File: src/rtl/stg_pkg.sv
// rtl/stg_pkg.sv - shared player/playfield definitions for the shooter game
//
// Purpose: player life-cycle state encoding, respawn coordinates, playfield
// limits and a small state classification helper.
package stg_pkg;

  typedef enum logic [2:0] {
    IDLE   = 3'd0,
    ALIVE  = 3'd1,
    HIT    = 3'd2,
    INVULN = 3'd3,
    OVER   = 3'd4
  } state_e;

  // Position the player datapath reloads on a respawn pulse.
  localparam int RESPAWN_X = 192;
  localparam int RESPAWN_Y = 400;

  // Playfield extent in pixels.
  localparam int MAX_X = 384;
  localparam int MAX_Y = 448;

  // States whose duration is measured in frames by the main countdown.
  function automatic logic is_timed_state(state_e s);
    return (s == HIT) || (s == INVULN);
  endfunction

endpackage

File: src/rtl/frame_countdown.sv
// rtl/frame_countdown.sv - 8-bit loadable frame down-counter
//
// Purpose: counts frame ticks down from a loaded value and flags the tick
// that brings the count to zero.
// Ports:
//   clk       in   system clock
//   reset     in   synchronous, active-high reset (count -> 0)
//   load      in   load load_val this cycle (wins over tick)
//   load_val  in   8-bit value to load
//   tick      in   decrement request
//   zero      out  count is currently 0
//   done      out  one-cycle pulse on the tick that takes the count from 1 to 0
module frame_countdown (
  input  logic       clk,
  input  logic       reset,
  input  logic       load,
  input  logic [7:0] load_val,
  input  logic       tick,
  output logic       zero,
  output logic       done
);

  logic [7:0] cnt_q;
  logic [7:0] cnt_d;

  always_comb begin
    cnt_d = cnt_q;
    if (load) begin
      cnt_d = load_val;
    end else if (tick && (cnt_q != 8'd0)) begin
      // A tick at zero holds the count rather than wrapping to 255.
      cnt_d = cnt_q - 8'd1;
    end
  end

  always_ff @(posedge clk) begin
    if (reset) begin
      cnt_q <= 8'd0;
    end else begin
      cnt_q <= cnt_d;
    end
  end

  assign zero = (cnt_q == 8'd0);
  // done ignores load so a caller may reload in reaction to done without
  // creating a combinational loop.
  assign done = tick && (cnt_q == 8'd1);

endmodule

File: src/rtl/player_life_ctrl.sv
// rtl/player_life_ctrl.sv - player life-cycle sequencer
//
// Purpose: sequences start, alive, hit animation, respawn, invulnerability
// blink and game over for the player sprite. All outputs are registered.
// Ports:
//   clk             in   system clock
//   reset           in   synchronous, active-high reset
//   frame_tick      in   one-cycle pulse per video frame
//   collision       in   player/bullet overlap this cycle
//   start           in   begins a game from IDLE or OVER
//   lives           out  remaining lives (3 bits)
//   hit_show        out  player datapath selects the hit sprite
//   player_visible  out  0 suppresses the player sprite
//   move_enable     out  player accepts movement controls
//   respawn         out  one-cycle pulse; player reloads its start position
//   game_over       out  high while in OVER
module player_life_ctrl
  import stg_pkg::*;
#(
  parameter int LIVES_INIT    = 3,
  parameter int HIT_FRAMES    = 30,
  parameter int INVULN_FRAMES = 120,
  parameter int BLINK_FRAMES  = 8
) (
  input  logic       clk,
  input  logic       reset,
  input  logic       frame_tick,
  input  logic       collision,
  input  logic       start,
  output logic [2:0] lives,
  output logic       hit_show,
  output logic       player_visible,
  output logic       move_enable,
  output logic       respawn,
  output logic       game_over
);

  localparam logic [2:0] LIVES_L  = 3'(LIVES_INIT);
  localparam logic [7:0] HIT_L    = 8'(HIT_FRAMES);
  localparam logic [7:0] INVULN_L = 8'(INVULN_FRAMES);
  localparam logic [7:0] BLINK_L  = 8'(BLINK_FRAMES);

  state_e     state_q, state_d;
  logic [2:0] lives_q, lives_d;
  logic       hit_show_q, hit_show_d;
  logic       visible_q, visible_d;
  logic       move_q, move_d;
  logic       respawn_q, respawn_d;
  logic       game_over_q, game_over_d;

  logic       cnt_load, cnt_tick, cnt_zero, cnt_done;
  logic [7:0] cnt_val;
  logic       blink_load, blink_tick, blink_zero, blink_done;

  // Frame ticks only count while a timed state is active; in ALIVE a tick
  // coinciding with a collision is therefore never consumed.
  assign cnt_tick   = frame_tick && is_timed_state(state_q) && !cnt_zero;
  assign blink_tick = frame_tick && (state_q == INVULN) && !blink_zero;

  frame_countdown u_frame_cnt (
    .clk      (clk),
    .reset    (reset),
    .load     (cnt_load),
    .load_val (cnt_val),
    .tick     (cnt_tick),
    .zero     (cnt_zero),
    .done     (cnt_done)
  );

  // Blink divider: reloads every BLINK_FRAMES ticks, each expiry flips visibility.
  frame_countdown u_blink_cnt (
    .clk      (clk),
    .reset    (reset),
    .load     (blink_load),
    .load_val (BLINK_L),
    .tick     (blink_tick),
    .zero     (blink_zero),
    .done     (blink_done)
  );

  always_comb begin
    state_d     = state_q;
    lives_d     = lives_q;
    cnt_load    = 1'b0;
    cnt_val     = HIT_L;
    blink_load  = 1'b0;
    respawn_d   = 1'b0;
    hit_show_d  = 1'b0;
    visible_d   = 1'b0;
    move_d      = 1'b0;
    game_over_d = 1'b0;

    unique case (state_q)
      IDLE, OVER: begin
        // start outranks a simultaneous collision in OVER.
        if (start) begin
          lives_d   = LIVES_L;
          state_d   = ALIVE;
          respawn_d = 1'b1;
        end
      end
      ALIVE: begin
        if (collision) begin
          cnt_load = 1'b1;
          cnt_val  = HIT_L;
          if (lives_q > 3'd1) begin
            lives_d = lives_q - 3'd1;
            state_d = HIT;
          end else begin
            lives_d = 3'd0;
            state_d = OVER;
          end
        end
      end
      HIT: begin
        if (cnt_done) begin
          cnt_load   = 1'b1;
          cnt_val    = INVULN_L;
          blink_load = 1'b1;
          respawn_d  = 1'b1;
          state_d    = INVULN;
        end
      end
      INVULN: begin
        if (blink_done) begin
          blink_load = 1'b1;
        end
        if (cnt_done) begin
          state_d = ALIVE;
        end
      end
      default: begin
        state_d = IDLE;
      end
    endcase

    // Outputs are derived from the next state so they land with it.
    unique case (state_d)
      ALIVE: begin
        visible_d = 1'b1;
        move_d    = 1'b1;
      end
      HIT: begin
        hit_show_d = 1'b1;
        visible_d  = 1'b1;
      end
      INVULN: begin
        move_d = 1'b1;
        if (state_q != INVULN) begin
          visible_d = 1'b1;
        end else if (blink_done) begin
          visible_d = !visible_q;
        end else begin
          visible_d = visible_q;
        end
      end
      OVER: begin
        game_over_d = 1'b1;
        hit_show_d  = 1'b1;
        visible_d   = 1'b1;
      end
      default: begin
        visible_d = 1'b0;
      end
    endcase
  end

  always_ff @(posedge clk) begin
    if (reset) begin
      state_q     <= IDLE;
      lives_q     <= LIVES_L;
      hit_show_q  <= 1'b0;
      visible_q   <= 1'b0;
      move_q      <= 1'b0;
      respawn_q   <= 1'b0;
      game_over_q <= 1'b0;
    end else begin
      state_q     <= state_d;
      lives_q     <= lives_d;
      hit_show_q  <= hit_show_d;
      visible_q   <= visible_d;
      move_q      <= move_d;
      respawn_q   <= respawn_d;
      game_over_q <= game_over_d;
    end
  end

  assign lives          = lives_q;
  assign hit_show       = hit_show_q;
  assign player_visible = visible_q;
  assign move_enable    = move_q;
  assign respawn        = respawn_q;
  assign game_over      = game_over_q;

endmodule
File: config.mk
export PLATFORM = sky130hd
export DESIGN_NAME = player_life_ctrl
export DESIGN_NICKNAME = d
export VERILOG_FILES = /design/src/rtl/stg_pkg.sv /design/src/rtl/frame_countdown.sv /design/src/rtl/player_life_ctrl.sv
export SDC_FILE = /design/constraint.sdc
export NUM_CORES = 1
export LEC_CHECK = 0
export ABC_CLOCK_PERIOD_IN_PS = 2750
export CAP_MARGIN = 25
export CORE_MARGIN = 8
export CORE_UTILIZATION = 52
export DETAILED_ROUTE_END_ITERATION = 12
export GPL_ROUTABILITY_DRIVEN = 0
export MAX_ROUTING_LAYER = met4
export PLACE_DENSITY = 0.79
export SLEW_MARGIN = 15
export SYNTH_ARGS = -nofsm -noshare
export SYNTH_HDL_FRONTEND = slang
export SYNTH_HIERARCHICAL = 1
export SYNTH_SLANG_ARGS = --single-unit
File: constraint.sdc
create_clock -name clk -period 2.75 [get_ports clk]
set_input_delay 0.275 -clock clk [delete_from_list [all_inputs] [get_ports clk]]
set_output_delay 0.275 -clock clk [all_outputs]
set_load 0.02 [all_outputs]
==> results of run 1 <==
## cells by family (layout without fill, tap and decap cells)
group                      Yosys count  after routing  share of synthesized area [%]
buffers and inverters               22             40                          4.937
other                                2             12                         0.4423
xor gates and xnor gates            10             10                          5.159
adders and majority gates            8              8                          5.896
DFF                                 27             27                          31.84
AOI/OAI and AO/OA                   50             50                          22.03
and+or+nand+nor                     71             71                          27.27
muxes                                4              4                          2.432
## layer usage
metal / global-route usage [%] / up-vias
met5: - / -
met4: 7.778 / 0
met3: 1.923 / 6
met2: 27.61 / 26
met1: 15.74 / 729
li1: - / 749
## stage by stage
step	hold WS, ns	cells	power [W]	util, %
after floorplan	0.4777	204	0.0005503	-
after global placement	0.5400	262	0.0005911	63.58
after detailed placement	0.5594	262	0.0005983	63.58
after CTS	0.5813	266	0.0007698	64.47
after global routing	0.6035	266	0.0008133	65.24
final	0.5816	266	0.0007703	65.24
## worst min-delay path by stage
stage,startpoint,to,slack (ns),cells past startpoint
after floorplan,start,move_enable,0.48,2
after global placement,lives[2],lives[2],0.54,2
after detailed placement,lives[2],lives[2],0.56,2
after CTS,lives[2],lives[2],0.58,2
after global routing,lives[2],lives[2],0.60,2
final,lives[2],lives[2],0.58,2
## cell type report
cell class / instances / share of cell area, %
Timing Repair Buffer: 21 / 9.346
Clock inverter: 1 / 0.2492
Sequential cell: 27 / 27.04
Tap cell: 44 / 2.741
Clock buffer: 3 / 1.121
Multi-Input combinational cell: 155 / 56.70
Inverter: 15 / 2.804
## layout by cell type, fill, tap and decap left out, drive strengths merged, types with 5 or more instances in the layout
cell / Yosys / final
dfxtp: 27 / 27
a211oi: 15 / 15
inv: 15 / 15
clkdlybuf4s50: 0 / 12
nor2: 21 / 21
a21oi: 13 / 13
xnor2: 9 / 9
nor3: 5 / 5
ha: 8 / 8
buf: 3 / 9
nand2: 12 / 12
conb: 2 / 12
## power by group through the flow
stage	combinational [W]	sequential, W	clock, W
finish	0.000168	0.000430	0.000173
global route	0.000186	0.000432	0.000195
CTS	0.000163	0.000429	0.000179
detailed placement	0.000161	0.000437	0
global placement	0.000156	0.000435	0
floorplan	0.000107	0.000444	0
## worst register-to-register path, cell delays in order (launching register included)
cell	delay, ns
sky130_fd_sc_hd__dfxtp_1	0.41
sky130_fd_sc_hd__inv_1	0.10
sky130_fd_sc_hd__ha_1	0.18
sky130_fd_sc_hd__nor3b_2	0.19
sky130_fd_sc_hd__and2_1	0.22
sky130_fd_sc_hd__nor2_4	0.16
sky130_fd_sc_hd__nand2_1	0.10
sky130_fd_sc_hd__nor4_4	0.22
sky130_fd_sc_hd__mux2i_1	0.12
sky130_fd_sc_hd__nor2_1	0.15
sky130_fd_sc_hd__inv_1	0.15
sky130_fd_sc_hd__and4_1	0.22
sky130_fd_sc_hd__a2111oi_2	0.19
## state kept, by name (all words and copies together) (netlist names)
| register | flops |
|---|---|
| lives | 3 |
| game_over | 1 |
| u_frame_cnt/cnt_q | 8 |
| state_q | 3 |
| u_blink_cnt/cnt_q | 8 |
| respawn | 1 |
| hit_show | 1 |
| player_visible | 1 |
| move_enable | 1 |
==> metrics.log, run 1 <==
[metrics] status: finished, final reports clean
[metrics] count of flip-flops with a built-in enable after synthesis: 0
[metrics] drt wl/cell: 14.01 um
[metrics] setup repair after global routing missed its margin: no
[metrics] final worst setup slack: 0.2594 ns
[metrics] area inside the core boundary: 0.003078 mm^2
[metrics] sequential cell fraction of total power: 55.8%
[metrics] Crit path required time: 2.98 ns
[metrics] fill cell instance count of the final layout: 276
[metrics] #FFs+latches synth: 27
[metrics] buffer count from post-CTS setup fixing: 0
[metrics] setup_tns: 0 ns
[metrics] leak pwr: 0.7268 nW
[metrics] type of the setup path with the least slack: reg2reg
[metrics] DRC violations left: 0
[metrics] share of layout cells above drive strength 1: 17.12%
[metrics] overall overflow remaining after global route: 0
[metrics] number of distinct library cells after synthesis: 59
[metrics] wire length of the first global-routing pass: 6437 um
[metrics] cell repeated most along the worst path: sky130_fd_sc_hd__inv_1
[metrics] Die Footprint: 0.005349 mm^2
[metrics] switching share of power: 29.96%
[metrics] HPWL reported at the end of detailed placement: 2919 um
[metrics] mean post-synth cell area: 8.752 um^2
[metrics] tightest slew margin relative to the limit: 61.99%
[metrics] count of mapped cells out of synthesis: 194
[metrics] post-route fraction of the period consumed by the critical path: 90.57%
[metrics] first-pass iteration count of the detailed router: 4
[metrics] antenna cell count: 0
[metrics] total clock buffers created by CTS: 3
[metrics] Total Wirelength: 3726 um
[metrics] post-synth top area share: 31.83%
[metrics] kind of start point of the critical path: flop
[metrics] CP endpoint kind: flop
[metrics] root buf cell: sky130_fd_sc_hd__clkbuf_4
[metrics] Crit path max-delay family: simple AND/OR/NAND/NOR gates
[metrics] vias per cell: 5.677
[metrics] total area of sequential cells: 543.0 um^2
[metrics] die outline height: 73.14 um
[metrics] initial antenna violation count: 0
[metrics] commonest register cell after synthesis: sky130_fd_sc_hd__dfxtp_1
[metrics] Crit. path cell count: 12
[metrics] post-synthesis instance area: 0.001698 mm^2
[metrics] peak ir drop on the vdd network: 0.0002663 V
[metrics] total track usage: 15.25%
[metrics] maximum clock rate: 0.4015 GHz
[metrics] Detail Route met3 WL: 97 um
[metrics] latest clock arrival within the worst-skew pair: 0.32 ns
[metrics] CP max FO: 7
[metrics] initial core utilization: 55.16%
[metrics] deepest level of the CTS H-tree: 1
[metrics] Tightest Pin Transition: 0.5683 ns
[metrics] worst-case register-to-register setup slack: 0.26 ns
[metrics] length in cells of the worst reg-to-reg path: 12
[metrics] path category of the worst min-delay check: reg2reg
[metrics] Crit Reg-Reg Endpoint: u_blink_cnt/cnt_q[5]
[metrics] Internal Power: 0.0005395 W
[metrics] reg2reg start: u_frame_cnt/cnt_q[1]
[metrics] Starting DRT DRC Count: 54
[metrics] total met2 wirelength after detailed routing: 2015 um
[metrics] final setup violating endpoints: 0
[metrics] worst path cell trace: inv_1 > ha_1 > nor3b_2 > and2_1 > nor2_4 > nand2_1 > nor4_4 > mux2i_1 > nor2_1 > inv_1 > and4_1 > a2111oi_2
[metrics] Synth top cells by count: sky130_fd_sc_hd__dfxtp_1, sky130_fd_sc_hd__nor2_1, sky130_fd_sc_hd__inv_1
[metrics] maximum number of buffers from clock root to sink: 2
[metrics] clock sinks: 27
[metrics] max cap viols: 0
[metrics] buffering stage count on the worst path with inverters included: 2
[metrics] combinational cell fraction of total power: 21.8%
[metrics] clock period minus worst slack: 2.491 ns
[metrics] highest routed metal layer: met4
[metrics] area occupied by multi-input gates: 0.001139 mm^2
[metrics] vias in the first global route: 1,550
[metrics] fraction of the yosys area taken by sequential cells: 31.83%
[metrics] Clk network pwr share: 22.4%
[metrics] Synth-to-Final Area Change: 18.28%
[metrics] signal arrival time at the worst endpoint: 2.73 ns
[metrics] Final Cell Area: 0.002008 mm^2
[metrics] number of I/O port buffers: 12
[metrics] end of the critical path: u_blink_cnt/cnt_q[5]
[metrics] total count of hold-check failures in the final report: 0
[metrics] remaining antenna violation count after routing: 0
[metrics] Layout Skew: 0.001644 ns
[metrics] slowest stage cell, crit path: sky130_fd_sc_hd__dfxtp_1
[metrics] horizontal die dimension: 73.14 um
[metrics] largest net degree at the start of global routing: 17
[metrics] TritonCTS clock tree: done
[metrics] most frequent cell after synthesis: sky130_fd_sc_hd__dfxtp_1
[metrics] worst stage delay on the critical path: 0.41 ns
[metrics] standard cell area after detailed placement: 0.001957 mm^2
[metrics] FP Rows: 20
[metrics] worst setup path startpoint: u_frame_cnt/cnt_q[1]
[metrics] synth top area cells: sky130_fd_sc_hd__dfxtp_1, sky130_fd_sc_hd__ha_1, sky130_fd_sc_hd__a211oi_1
[metrics] register clock-pin slew on the reported worst setup and hold paths: 0.15 ns
[metrics] Sw Pwr: 0.0002308 W
[metrics] synth warn: 6
[metrics] Post-CTS Hold Fix Bufs: 0
[metrics] vias after detailed routing: 1,510
[metrics] post_cts resized: 0
[metrics] proportion of synthesized flip-flops having asynchronous set or reset: 0%
[metrics] number of max-slew violations in the final report: 0
[metrics] Final nets: 236
[metrics] Post-Place Setup Slack: 0.07988 ns
[metrics] detailed-route wire length on metal 1: 1542 um
[metrics] largest area contributor in the synthesized netlist: sky130_fd_sc_hd__dfxtp_1
[metrics] Cell Pwr Density: 383.6 mW/mm^2
[metrics] top-level port count: 13
Power figures use the tool's default switching activity.
==> run 2, diff against run 1 <==
PLACE_DENSITY = 0.75   (was 0.79)
==> metrics.log, run 2 (synthesis gave the netlist of run 1 again) <==
[metrics] Crit path required time: 2.99 ns
[metrics] vias after detailed routing: 1,458
[metrics] worst hold path depth: 2
[metrics] Post-CTS Hold Fix Bufs: 0
[metrics] final worst setup slack: 0.2296 ns
[metrics] Final nets: 236
[metrics] drt wl/cell: 12.96 um
[metrics] vias per cell: 5.481
[metrics] hold endpoint: lives[2]
[metrics] area occupied by multi-input gates: 0.001131 mm^2
[metrics] Die Footprint: 0.005349 mm^2
[metrics] number of max-slew violations in the final report: 0
[metrics] post_cts resized: 0
[metrics] share of layout cells above drive strength 1: 16.67%
[metrics] register clock-pin slew on the reported worst setup and hold paths: 0.16 ns
[metrics] path category of the worst min-delay check: reg2reg
[metrics] clock sinks: 27
[metrics] remaining antenna violation count after routing: 0
[metrics] post-route fraction of the period consumed by the critical path: 91.65%
[metrics] type of the setup path with the least slack: reg2reg
[metrics] most common library cell in the layout ignoring fill and taps: sky130_fd_sc_hd__dfxtp_1
[metrics] Tightest Pin Transition: 0.6057 ns
[metrics] number of I/O port buffers: 12
[metrics] largest net degree at the start of global routing: 17
[metrics] leading registers by flop count: u_blink_cnt/cnt_q: 8 flops, u_frame_cnt/cnt_q: 8 flops
[metrics] CP max FO: 5
[metrics] vias in the first global route: 1,432
[metrics] latest clock arrival within the worst-skew pair: 0.33 ns
[metrics] kind of start point of the critical path: flop
[metrics] max cap viols: 0
[metrics] Cell Pwr Density: 385.4 mW/mm^2
[metrics] setup_tns: 0 ns
[metrics] initial antenna violation count: 0
[metrics] Starting DRT DRC Count: 76
[metrics] first-pass iteration count of the detailed router: 4
[metrics] Crit Reg-Reg Endpoint: u_blink_cnt/cnt_q[5]
[metrics] length in cells of the worst reg-to-reg path: 9
[metrics] top-level port count: 13
[metrics] maximum number of buffers from clock root to sink: 2
[metrics] leak pwr: 0.7268 nW
[metrics] initial core utilization: 55.16%
[metrics] signal arrival time at the worst endpoint: 2.76 ns
[metrics] total track usage: 14.30%
[metrics] leading cell types in the layout, fill and taps excluded: sky130_fd_sc_hd__dfxtp_1, sky130_fd_sc_hd__nor2_1, sky130_fd_sc_hd__inv_1, sky130_fd_sc_hd__a211oi_1
[metrics] total clock buffers created by CTS: 3
[metrics] TritonCTS clock tree: done
[metrics] Synth-to-Final Area Change: 17.83%
[metrics] HPWL reported at the end of detailed placement: 2674 um
[metrics] final setup violating endpoints: 0
[metrics] overall overflow remaining after global route: 0
[metrics] maximum clock rate: 0.3968 GHz
[metrics] reg2reg start: u_blink_cnt/cnt_q[0]
[metrics] total area of sequential cells: 543.0 um^2
[metrics] area inside the core boundary: 0.003078 mm^2
[metrics] buffer count from post-CTS setup fixing: 0
[metrics] worst-case register-to-register setup slack: 0.23 ns
[metrics] setup repair after global routing missed its margin: no
[metrics] hold_sp: lives[2]
[metrics] peak ir drop on the vdd network: 0.0002774 V
[metrics] Post-Place Setup Slack: 0.1831 ns
[metrics] fill cell instance count of the final layout: 265
[metrics] antenna cell count: 0
[metrics] FP Rows: 20
[metrics] Layout Skew: 0.009957 ns
[metrics] deepest level of the CTS H-tree: 1
[metrics] status: finished, final reports clean
[metrics] tightest slew margin relative to the limit: 59.49%
[metrics] Total Wirelength: 3448 um
[metrics] wire length of the first global-routing pass: 6127 um
[metrics] root buf cell: sky130_fd_sc_hd__clkbuf_4
[metrics] CP endpoint kind: flop
[metrics] DRC violations left: 0
[metrics] total count of hold-check failures in the final report: 0
[metrics] horizontal die dimension: 73.14 um
[metrics] clock period minus worst slack: 2.520 ns
[metrics] die outline height: 73.14 um
[run 2: where the power goes]
| part | switching (W) | internal, W | leakage, nW |
|---|---|---|---|
| logic | 0.0000870 | 0.0000731 | 0.488 |
| registers | 0.0000206 | 0.000411 | 0.221 |
| clock network | 0.000125 | 0.0000547 | 0.0177 |
[run 2: per-layer routing]
layer,GRT usage (%),share of wire [%],routed length [um],vias to the layer above
li1,-,-,-,750
met1,16.31,45,1556,686
met2,24.33,51,1753,20
met3,3.709,3.6,123,2
met4,3.333,0.44,15,0
met5,-,0,0,-
[run 2: worst max path at each step]
stage,startpoint,to,cells past startpoint
finish,u_blink_cnt/cnt_q[0],u_blink_cnt/cnt_q[5],9
global route,u_blink_cnt/cnt_q[0],u_blink_cnt/cnt_q[5],11
CTS,u_blink_cnt/cnt_q[0],u_blink_cnt/cnt_q[5],9
detailed placement,u_blink_cnt/cnt_q[0],u_blink_cnt/cnt_q[5],9
global placement,u_frame_cnt/cnt_q[0],u_blink_cnt/cnt_q[5],12
floorplan,u_blink_cnt/cnt_q[0],u_blink_cnt/cnt_q[0],12
[run 2: critical path, stage by stage, from the launching register on]
cell and delay [ns]:
sky130_fd_sc_hd__dfxtp_1 0.45, sky130_fd_sc_hd__inv_1 0.09, sky130_fd_sc_hd__ha_1 0.23, sky130_fd_sc_hd__nor3b_4 0.18, sky130_fd_sc_hd__and2_1 0.19, sky130_fd_sc_hd__nor3b_2 0.24
sky130_fd_sc_hd__or4b_4 0.49, sky130_fd_sc_hd__a21oi_2 0.18, sky130_fd_sc_hd__a211oi_1 0.11, sky130_fd_sc_hd__a2111oi_2 0.27
[run 2: through the flow]
stage	hold WS [ns]	power, W	utilization [%]	area [um^2]	cells
floorplan	0.4777	0.0005503	-	1742	204
global placement	0.5433	0.0005907	63.58	1957	262
detailed placement	0.5597	0.0005966	63.58	1957	262
CTS	0.5830	0.0007737	64.47	1984	266
global route	0.6241	0.0008171	65.00	2001	266
finish	0.5814	0.0007711	65.00	2001	266
[run 2: final cells by class]
| class | instances | share of cell area, % |
|---|---|---|
| Clock inverter | 1 | 0.2502 |
| Multi-Input combinational cell | 155 | 56.54 |
| Timing Repair Buffer | 21 | 9.381 |
| Tap cell | 44 | 2.752 |
| Clock buffer | 3 | 1.126 |
| Inverter | 15 | 2.814 |
| Sequential cell | 27 | 27.14 |
